$ cat config.mk
export PLATFORM = sky130hd
export DESIGN_NAME = gte_ctrl
export DESIGN_NICKNAME = d
export VERILOG_FILES = /design/src/rtl/gte_pkg.sv /design/src/rtl/gte_ctrl.sv
export SDC_FILE = /design/constraint.sdc
export NUM_CORES = 1
export LEC_CHECK = 0
export CAP_MARGIN = 20
export CORE_ASPECT_RATIO = 0.8
export CORE_MARGIN = 5
export CORE_UTILIZATION = 39
export CTS_CLUSTER_SIZE = 28
export DETAILED_ROUTE_END_ITERATION = 8
export PLACE_DENSITY = 0.86
export SETUP_SLACK_MARGIN = 0.3
export SLEW_MARGIN = 20
export SYNTH_ARGS = -nofsm -noshare
export SYNTH_HDL_FRONTEND = slang
export SYNTH_SLANG_ARGS = --single-unit
$ cat constraint.sdc
create_clock -name clk -period 2.7 [get_ports clk]
set_input_delay 0.54 -clock clk [delete_from_list [all_inputs] [get_ports clk]]
set_output_delay 0.54 -clock clk [all_outputs]
set_load 0.02 [all_outputs]
$ cat src/rtl/gte_pkg.sv
// Shared types for the COP2/GTE sequencer: op encoding, FSM states, GTE opcodes and their latencies.
package gte_pkg;

    typedef enum logic [2:0] {
        COP2_CMD  = 3'd0,
        COP2_MFC2 = 3'd1,
        COP2_CFC2 = 3'd2,
        COP2_MTC2 = 3'd3,
        COP2_CTC2 = 3'd4,
        COP2_LWC2 = 3'd5,
        COP2_SWC2 = 3'd6
    } cop2_op_t;

    typedef enum logic [1:0] {
        ST_IDLE    = 2'd0,
        ST_BUSY    = 2'd1,
        ST_RD_WAIT = 2'd2,
        ST_RD_DONE = 2'd3
    } gte_state_t;

    localparam logic [5:0] CMD_RTPS  = 6'h01;
    localparam logic [5:0] CMD_NCLIP = 6'h06;
    localparam logic [5:0] CMD_OP    = 6'h0C;
    localparam logic [5:0] CMD_DPCS  = 6'h10;
    localparam logic [5:0] CMD_INTPL = 6'h11;
    localparam logic [5:0] CMD_MVMVA = 6'h12;
    localparam logic [5:0] CMD_NCDS  = 6'h13;
    localparam logic [5:0] CMD_CDP   = 6'h14;
    localparam logic [5:0] CMD_NCDT  = 6'h16;
    localparam logic [5:0] CMD_NCCS  = 6'h1B;
    localparam logic [5:0] CMD_CC    = 6'h1C;
    localparam logic [5:0] CMD_NCS   = 6'h1E;
    localparam logic [5:0] CMD_NCT   = 6'h20;
    localparam logic [5:0] CMD_SQR   = 6'h28;
    localparam logic [5:0] CMD_DCPL  = 6'h29;
    localparam logic [5:0] CMD_DPCT  = 6'h2A;
    localparam logic [5:0] CMD_AVSZ3 = 6'h2D;
    localparam logic [5:0] CMD_AVSZ4 = 6'h2E;
    localparam logic [5:0] CMD_RTPT  = 6'h30;
    localparam logic [5:0] CMD_GPF   = 6'h3D;
    localparam logic [5:0] CMD_GPL   = 6'h3E;
    localparam logic [5:0] CMD_NCCT  = 6'h3F;

    // Execution cycles per command opcode; unknown opcodes fall back to default_lat.
    function automatic logic [7:0] gte_cmd_lat(input logic [5:0] cmd, input logic [7:0] default_lat);
        logic [7:0] lat;
        case (cmd)
            CMD_RTPS:  lat = 8'd15;
            CMD_NCLIP: lat = 8'd8;
            CMD_OP:    lat = 8'd6;
            CMD_DPCS:  lat = 8'd8;
            CMD_INTPL: lat = 8'd8;
            CMD_MVMVA: lat = 8'd8;
            CMD_NCDS:  lat = 8'd19;
            CMD_CDP:   lat = 8'd13;
            CMD_NCDT:  lat = 8'd44;
            CMD_NCCS:  lat = 8'd17;
            CMD_CC:    lat = 8'd11;
            CMD_NCS:   lat = 8'd14;
            CMD_NCT:   lat = 8'd30;
            CMD_SQR:   lat = 8'd5;
            CMD_DCPL:  lat = 8'd8;
            CMD_DPCT:  lat = 8'd17;
            CMD_AVSZ3: lat = 8'd5;
            CMD_AVSZ4: lat = 8'd6;
            CMD_RTPT:  lat = 8'd23;
            CMD_GPF:   lat = 8'd5;
            CMD_GPL:   lat = 8'd5;
            CMD_NCCT:  lat = 8'd39;
            default:   lat = default_lat;
        endcase
        return lat;
    endfunction

endpackage

$ cat src/rtl/gte_ctrl.sv
// COP2 sequencer: accepts one op at a time from the CPU, strobes the GTE, and interlocks
// further traffic while a command executes or a register read is outstanding.
module gte_ctrl
    import gte_pkg::*;
#(
    parameter int DEFAULT_LAT = 8,
    parameter int RD_TIMEOUT  = 16
) (
    input  logic        clk,
    input  logic        rst,
    input  logic        cpu_valid,
    input  logic [2:0]  cpu_op,
    input  logic [24:0] cpu_imm,
    input  logic [4:0]  cpu_rd,
    input  logic [31:0] cpu_wdata,
    output logic        cpu_ack,
    output logic        cpu_stall,
    output logic [31:0] cpu_rdata,
    output logic        rd_err,
    output logic        gte_mfc2,
    output logic        gte_cfc2,
    output logic        gte_mtc2,
    output logic        gte_ctc2,
    output logic        gte_lwc2,
    output logic        gte_swc2,
    output logic [4:0]  gte_rd,
    output logic [31:0] gte_reg_in,
    output logic        gte_reg_in_rdy,
    output logic        gte_inst_rdy,
    output logic        gte_sf,
    output logic [1:0]  gte_mx,
    output logic [1:0]  gte_vx,
    output logic [1:0]  gte_tx,
    output logic        gte_lm,
    output logic [5:0]  gte_cmd,
    input  logic [31:0] gte_reg_out,
    input  logic        gte_out_avail,
    output logic        gte_busy,
    output gte_state_t  fsm_state
);

    localparam logic [15:0] RD_LAST = 16'(RD_TIMEOUT - 1);

    gte_state_t  state, state_n;
    logic [7:0]  busy_cnt;
    logic [15:0] rd_cnt;
    logic        is_cmd, is_wr, is_rd;
    logic        acc_cmd, acc_wr, acc_rd;
    logic        rd_timeout;
    logic [7:0]  cmd_lat;

    // Handshake: the CPU raises cpu_valid and holds op/fields until cpu_ack; cpu_ack
    // is the only completion signal, reads ack in RD_DONE, everything else acks in IDLE.
    assign is_cmd = (cpu_op == COP2_CMD);
    assign is_wr  = (cpu_op == COP2_MTC2) || (cpu_op == COP2_CTC2) || (cpu_op == COP2_LWC2);
    assign is_rd  = (cpu_op == COP2_MFC2) || (cpu_op == COP2_CFC2) || (cpu_op == COP2_SWC2);
    assign rd_timeout = (rd_cnt == RD_LAST);
    assign cmd_lat = gte_cmd_lat(cpu_imm[5:0], 8'(DEFAULT_LAT));
    assign cpu_stall = cpu_valid & ~cpu_ack;
    assign fsm_state = state;

    // imm25 bits outside the decoded command fields are don't-care here.
    logic unused_imm;
    assign unused_imm = ^{cpu_imm[24:20], cpu_imm[12:11], cpu_imm[9:6]};

    always_comb begin
        state_n = state;
        cpu_ack = 1'b0;
        acc_cmd = 1'b0;
        acc_wr  = 1'b0;
        acc_rd  = 1'b0;
        case (state)
            ST_IDLE: begin
                if (cpu_valid) begin
                    if (is_rd) begin
                        acc_rd  = 1'b1;
                        state_n = ST_RD_WAIT;
                    end else begin
                        cpu_ack = 1'b1;
                        acc_cmd = is_cmd;
                        acc_wr  = is_wr;
                        if (is_cmd) state_n = ST_BUSY;
                    end
                end
            end
            ST_BUSY: begin
                if (busy_cnt == 8'd0) state_n = ST_IDLE;
            end
            ST_RD_WAIT: begin
                if (gte_out_avail || rd_timeout) state_n = ST_RD_DONE;
            end
            ST_RD_DONE: begin
                cpu_ack = 1'b1;
                state_n = ST_IDLE;
            end
            default: state_n = ST_IDLE;
        endcase
    end

    always_ff @(posedge clk) begin
        if (rst) begin
            state          <= ST_IDLE;
            busy_cnt       <= '0;
            rd_cnt         <= '0;
            rd_err         <= 1'b0;
            cpu_rdata      <= '0;
            gte_mfc2       <= 1'b0;
            gte_cfc2       <= 1'b0;
            gte_mtc2       <= 1'b0;
            gte_ctc2       <= 1'b0;
            gte_lwc2       <= 1'b0;
            gte_swc2       <= 1'b0;
            gte_rd         <= '0;
            gte_reg_in     <= '0;
            gte_reg_in_rdy <= 1'b0;
            gte_inst_rdy   <= 1'b0;
            gte_sf         <= 1'b0;
            gte_mx         <= '0;
            gte_vx         <= '0;
            gte_tx         <= '0;
            gte_lm         <= 1'b0;
            gte_cmd        <= '0;
            gte_busy       <= 1'b0;
        end else begin
            state          <= state_n;
            gte_busy       <= (state_n == ST_BUSY);
            gte_mfc2       <= acc_rd && (cpu_op == COP2_MFC2);
            gte_cfc2       <= acc_rd && (cpu_op == COP2_CFC2);
            gte_swc2       <= acc_rd && (cpu_op == COP2_SWC2);
            gte_mtc2       <= acc_wr && (cpu_op == COP2_MTC2);
            gte_ctc2       <= acc_wr && (cpu_op == COP2_CTC2);
            gte_lwc2       <= acc_wr && (cpu_op == COP2_LWC2);
            gte_reg_in_rdy <= acc_wr;
            gte_inst_rdy   <= acc_cmd;

            if (acc_wr || acc_rd) gte_rd <= cpu_rd;
            if (acc_wr) gte_reg_in <= cpu_wdata;

            if (acc_cmd) begin
                gte_sf   <= cpu_imm[19];
                gte_mx   <= cpu_imm[18:17];
                gte_vx   <= cpu_imm[16:15];
                gte_tx   <= cpu_imm[14:13];
                gte_lm   <= cpu_imm[10];
                gte_cmd  <= cpu_imm[5:0];
                busy_cnt <= cmd_lat - 8'd1;
            end else if (state == ST_BUSY && busy_cnt != 8'd0) begin
                busy_cnt <= busy_cnt - 8'd1;
            end

            if (acc_rd) begin
                rd_cnt <= '0;
            end else if (state == ST_RD_WAIT && state_n == ST_RD_WAIT) begin
                rd_cnt <= rd_cnt + 16'd1;
            end

            // Data arriving on the last timeout cycle still wins over the timeout.
            if (state == ST_RD_WAIT) begin
                if (gte_out_avail) begin
                    cpu_rdata <= gte_reg_out;
                end else if (rd_timeout) begin
                    cpu_rdata <= '0;
                    rd_err    <= 1'b1;
                end
            end
        end
    end

endmodule

==> out/metrics.cfg <==
[run_status]
status=completed

[power]
switching_power_mw=1.16
power_frac_clock_pct=45.0
intPower_mw=3.58
p_seq_share_pct=39.2
leakage_nw=3.03
irDropWorstVdd_v=0.000444
netSwitchingFraction_pct=24.5
total_power_mw=4.74
power_density_nw_per_um2=586
comb_power_share_pct=15.8

[setup_path]
rrSetupSlack_ns=0.32
crit_chain=clkdlybuf4s50_1 -> o221ai_4 -> o221ai_2 -> a21boi_2 -> ha_2 -> or3b_4 -> a211o_1 -> a21oi_2
worst_ep_required_time_ns=3.04
rr_worst_depth=10
reg2reg_to=rd_cnt[14]
critPathTopFamily=compound AO/OA/AOI/OAI gates
critPathBufInv=1
max_stage_delay_ns=0.62
crit_fanout=4
regToRegStartpoint=fsm_state[0]
criticalPathCategory=in -> reg
cp_slowest_cell=clkdlybuf4s50_1
crit_path_start_kind=input pin
endpoint_kind=flop
crit_arrival_ns=2.78

[global_route]
gr-usage-all-layers_pct=19.8
grt.overflow.total=0
grt_max_degree=40
grt_antenna_before_repair=1
grt_pass1_wl_um=24100
grt_pass1_vias=5021

[floorplan]
pin_count=198
die_h_um=111
start_util_pct=39.3
die_w_um=136
rows=37
fp.dieArea_um2=15100
core_area_um2=12700

[clocking]
cts_buffers=17
cts-root-buf=clkbuf_16
path_clk_slew_ns=0.06
cts.sinks=119
holdBufCountCts=0
htree_levels=4
cts_tree=done
ctsLongestPathBuffers=2
insertion_delay_ns=0.40

[sta]
finalSetupTns_ns=0
slew_viol_final=0
skew_ns=0.00830
clock.fmax_mhz=410
hold_ws_ns=0.452
rsz0062_at_grt=true
setup_viol=0
post-route-period-util_pct=90.3
relSlewSlack_pct=56.7
fin_crit_ns=2.44
hold_violations=0
tightest_slew_ns=0.650

[placed_design]
io_buffers=186
dp_hpwl_um=10800
placed_area_um2=7320
place.gp.congestion=0.897
placedCellCount=972

[yosys]
synth_area_leaders=dfxtp_1, nand2_1, a21oi_1
synth_area_um2=4980
synth_cell_types=55
ys.flop_type=dfxtp_1
synth.top_cell.area_share_pct=47.8
yosys.area.top_type=dfxtp_1
ys_warn_count=0
synth.ff_latch_count=119
ys_seq_area_share_pct=47.8
async_flop_share_pct=0
synthCells=599
synth_nets=711
synth.avg_cell_area_um2=8.32
synth_edf_count=0

[hold_path]
hold_path.class=reg -> reg
hold_depth=2
min_to=gte_reg_in[7]
hp-start=gte_reg_in[7]

[run]
max_cap_violations=0

[finish]
drive_gt1_share_pct=17.1
layout.nets=937
fill_cells=1044
fin_cells=1012
area_delta_synth_final_pct=62.5
design_area_um2=8100

[routing]
post_drt_wl_per_cell_um=15.6
firstDrtPassIters=5
wl_um=15800
drc=0
routed_via_density=5.04
drt_first_iter_violations=405
num_vias=5101
ant_nets=0

[synth_stat cells, drive strengths merged, types with 11 or more instances]
cell,instances
a21oi,62
a22oi,32
buf,13
clkbuf,30
dfxtp,119
ha,11
inv,13
nand2,118
nand3,12
nor2,65
o21ai,11
xnor2,11
[cell type report]
type	count	area (um^2)	share of cell area [%]
Multi-Input combinational cell	424	2550	31.5
Sequential cell	119	2390	29.5
Timing Repair Buffer	250	2320	28.7
Clock buffer	22	495	6.12
Tap cell	175	219	2.70
Clock inverter	8	71.3	0.881
Inverter	13	48.8	0.603
Antenna cell	1	2.50	0.0309
[per-stage QoR]
step	setup slack, ns	util (%)
floorplan	0.118	-
global placement	-0.413	57.7
detailed placement	-0.434	57.7
CTS	0.307	62.9
global route	0.200	63.8
finish	0.263	63.8
[placed cells by master, fill, tap and decap left out, types with 4 or more instances in the layout]
master,synthesis,routed
nand3_1,12,12
inv_2,0,4
ha_1,11,5
inv_1,13,9
ha_2,0,5
clkbuf_16,0,18
dlygate4sd2_1,0,6
xnor2_1,11,11
o21ai_0,10,8
buf_4,0,63
clkdlybuf4s50_1,0,174
nand2b_1,9,6
a22oi_1,32,32
nor2_1,65,64
dfxtp_1,119,117
nand2b_4,1,4
nor3_1,9,7
or3_1,5,4
nand2_1,118,117
o211ai_1,5,5
nor4b_1,8,5
nor2b_1,4,4
a21oi_1,62,59
nor4_1,7,4
mux2i_1,8,8
clkinv_2,0,5
[cell families after synthesis]
group / Yosys count / synth area share [%]
AOI/OAI and AO/OA: 131 / 16.5
DFF: 119 / 47.8
buffers and inverters: 56 / 4.57
and+or+nand+nor: 260 / 24.2
xor gates and xnor gates: 13 / 2.29
adders and majority gates: 11 / 2.76
muxes: 9 / 1.83
[routing by layer]
metal / routed length, um / track usage, %
met1: 6680 / 23.4
met2: 7520 / 32.4
met3: 1340 / 8.08
met4: 225 / 6.51
met5: 0 / 0
[flip-flops by register name (all words and copies together), names as in the netlist, 2 cells and up]
register / count
cpu_rdata: 32
gte_reg_in: 32
rd_cnt: 16
busy_cnt: 8
gte_cmd: 6
gte_rd: 5
fsm_state: 2
gte_mx: 2
gte_tx: 2
gte_vx: 2
[worst max path at each step]
stage | depth (start not counted) | slack [ns] | end | startpoint
floorplan | 11 | 0.12 | busy_cnt[6] | cpu_op[2]
global placement | 11 | -0.41 | busy_cnt[6] | cpu_imm[0]
detailed placement | 11 | -0.43 | busy_cnt[6] | cpu_imm[0]
CTS | 10 | 0.31 | busy_cnt[6] | cpu_imm[4]
global route | 8 | 0.20 | busy_cnt[6] | cpu_imm[5]
finish | 8 | 0.26 | busy_cnt[6] | cpu_imm[5]
[timing repair]
action / in CTS / in global routing
setup endpoints to repair: 24 / 18
pin swaps: 11 / 5
resized for setup: 35 / 26
setup buffers: 5 / 4
[worst reg2reg max path, cell delays in order, from the launching register on]
cell,delay [ns]
dfxtp_4,0.39
inv_2,0.06
ha_1,0.26
nor4b_2,0.19
and4_2,0.27
nor4_2,0.17
o211ai_2,0.15
buf_4,0.20
nor4_4,0.30
xnor2_1,0.18
nor2_1,0.06
[power groups by stage]
stage	Combinational [mW]	Sequential (mW)	Clock, mW
floorplan	0.275	1.96	0
global placement	0.707	1.89	0
detailed placement	0.715	1.89	0
CTS	0.733	1.86	2.17
global route	0.807	1.86	2.27
finish	0.750	1.86	2.14
Power figures use the tool's default switching activity.
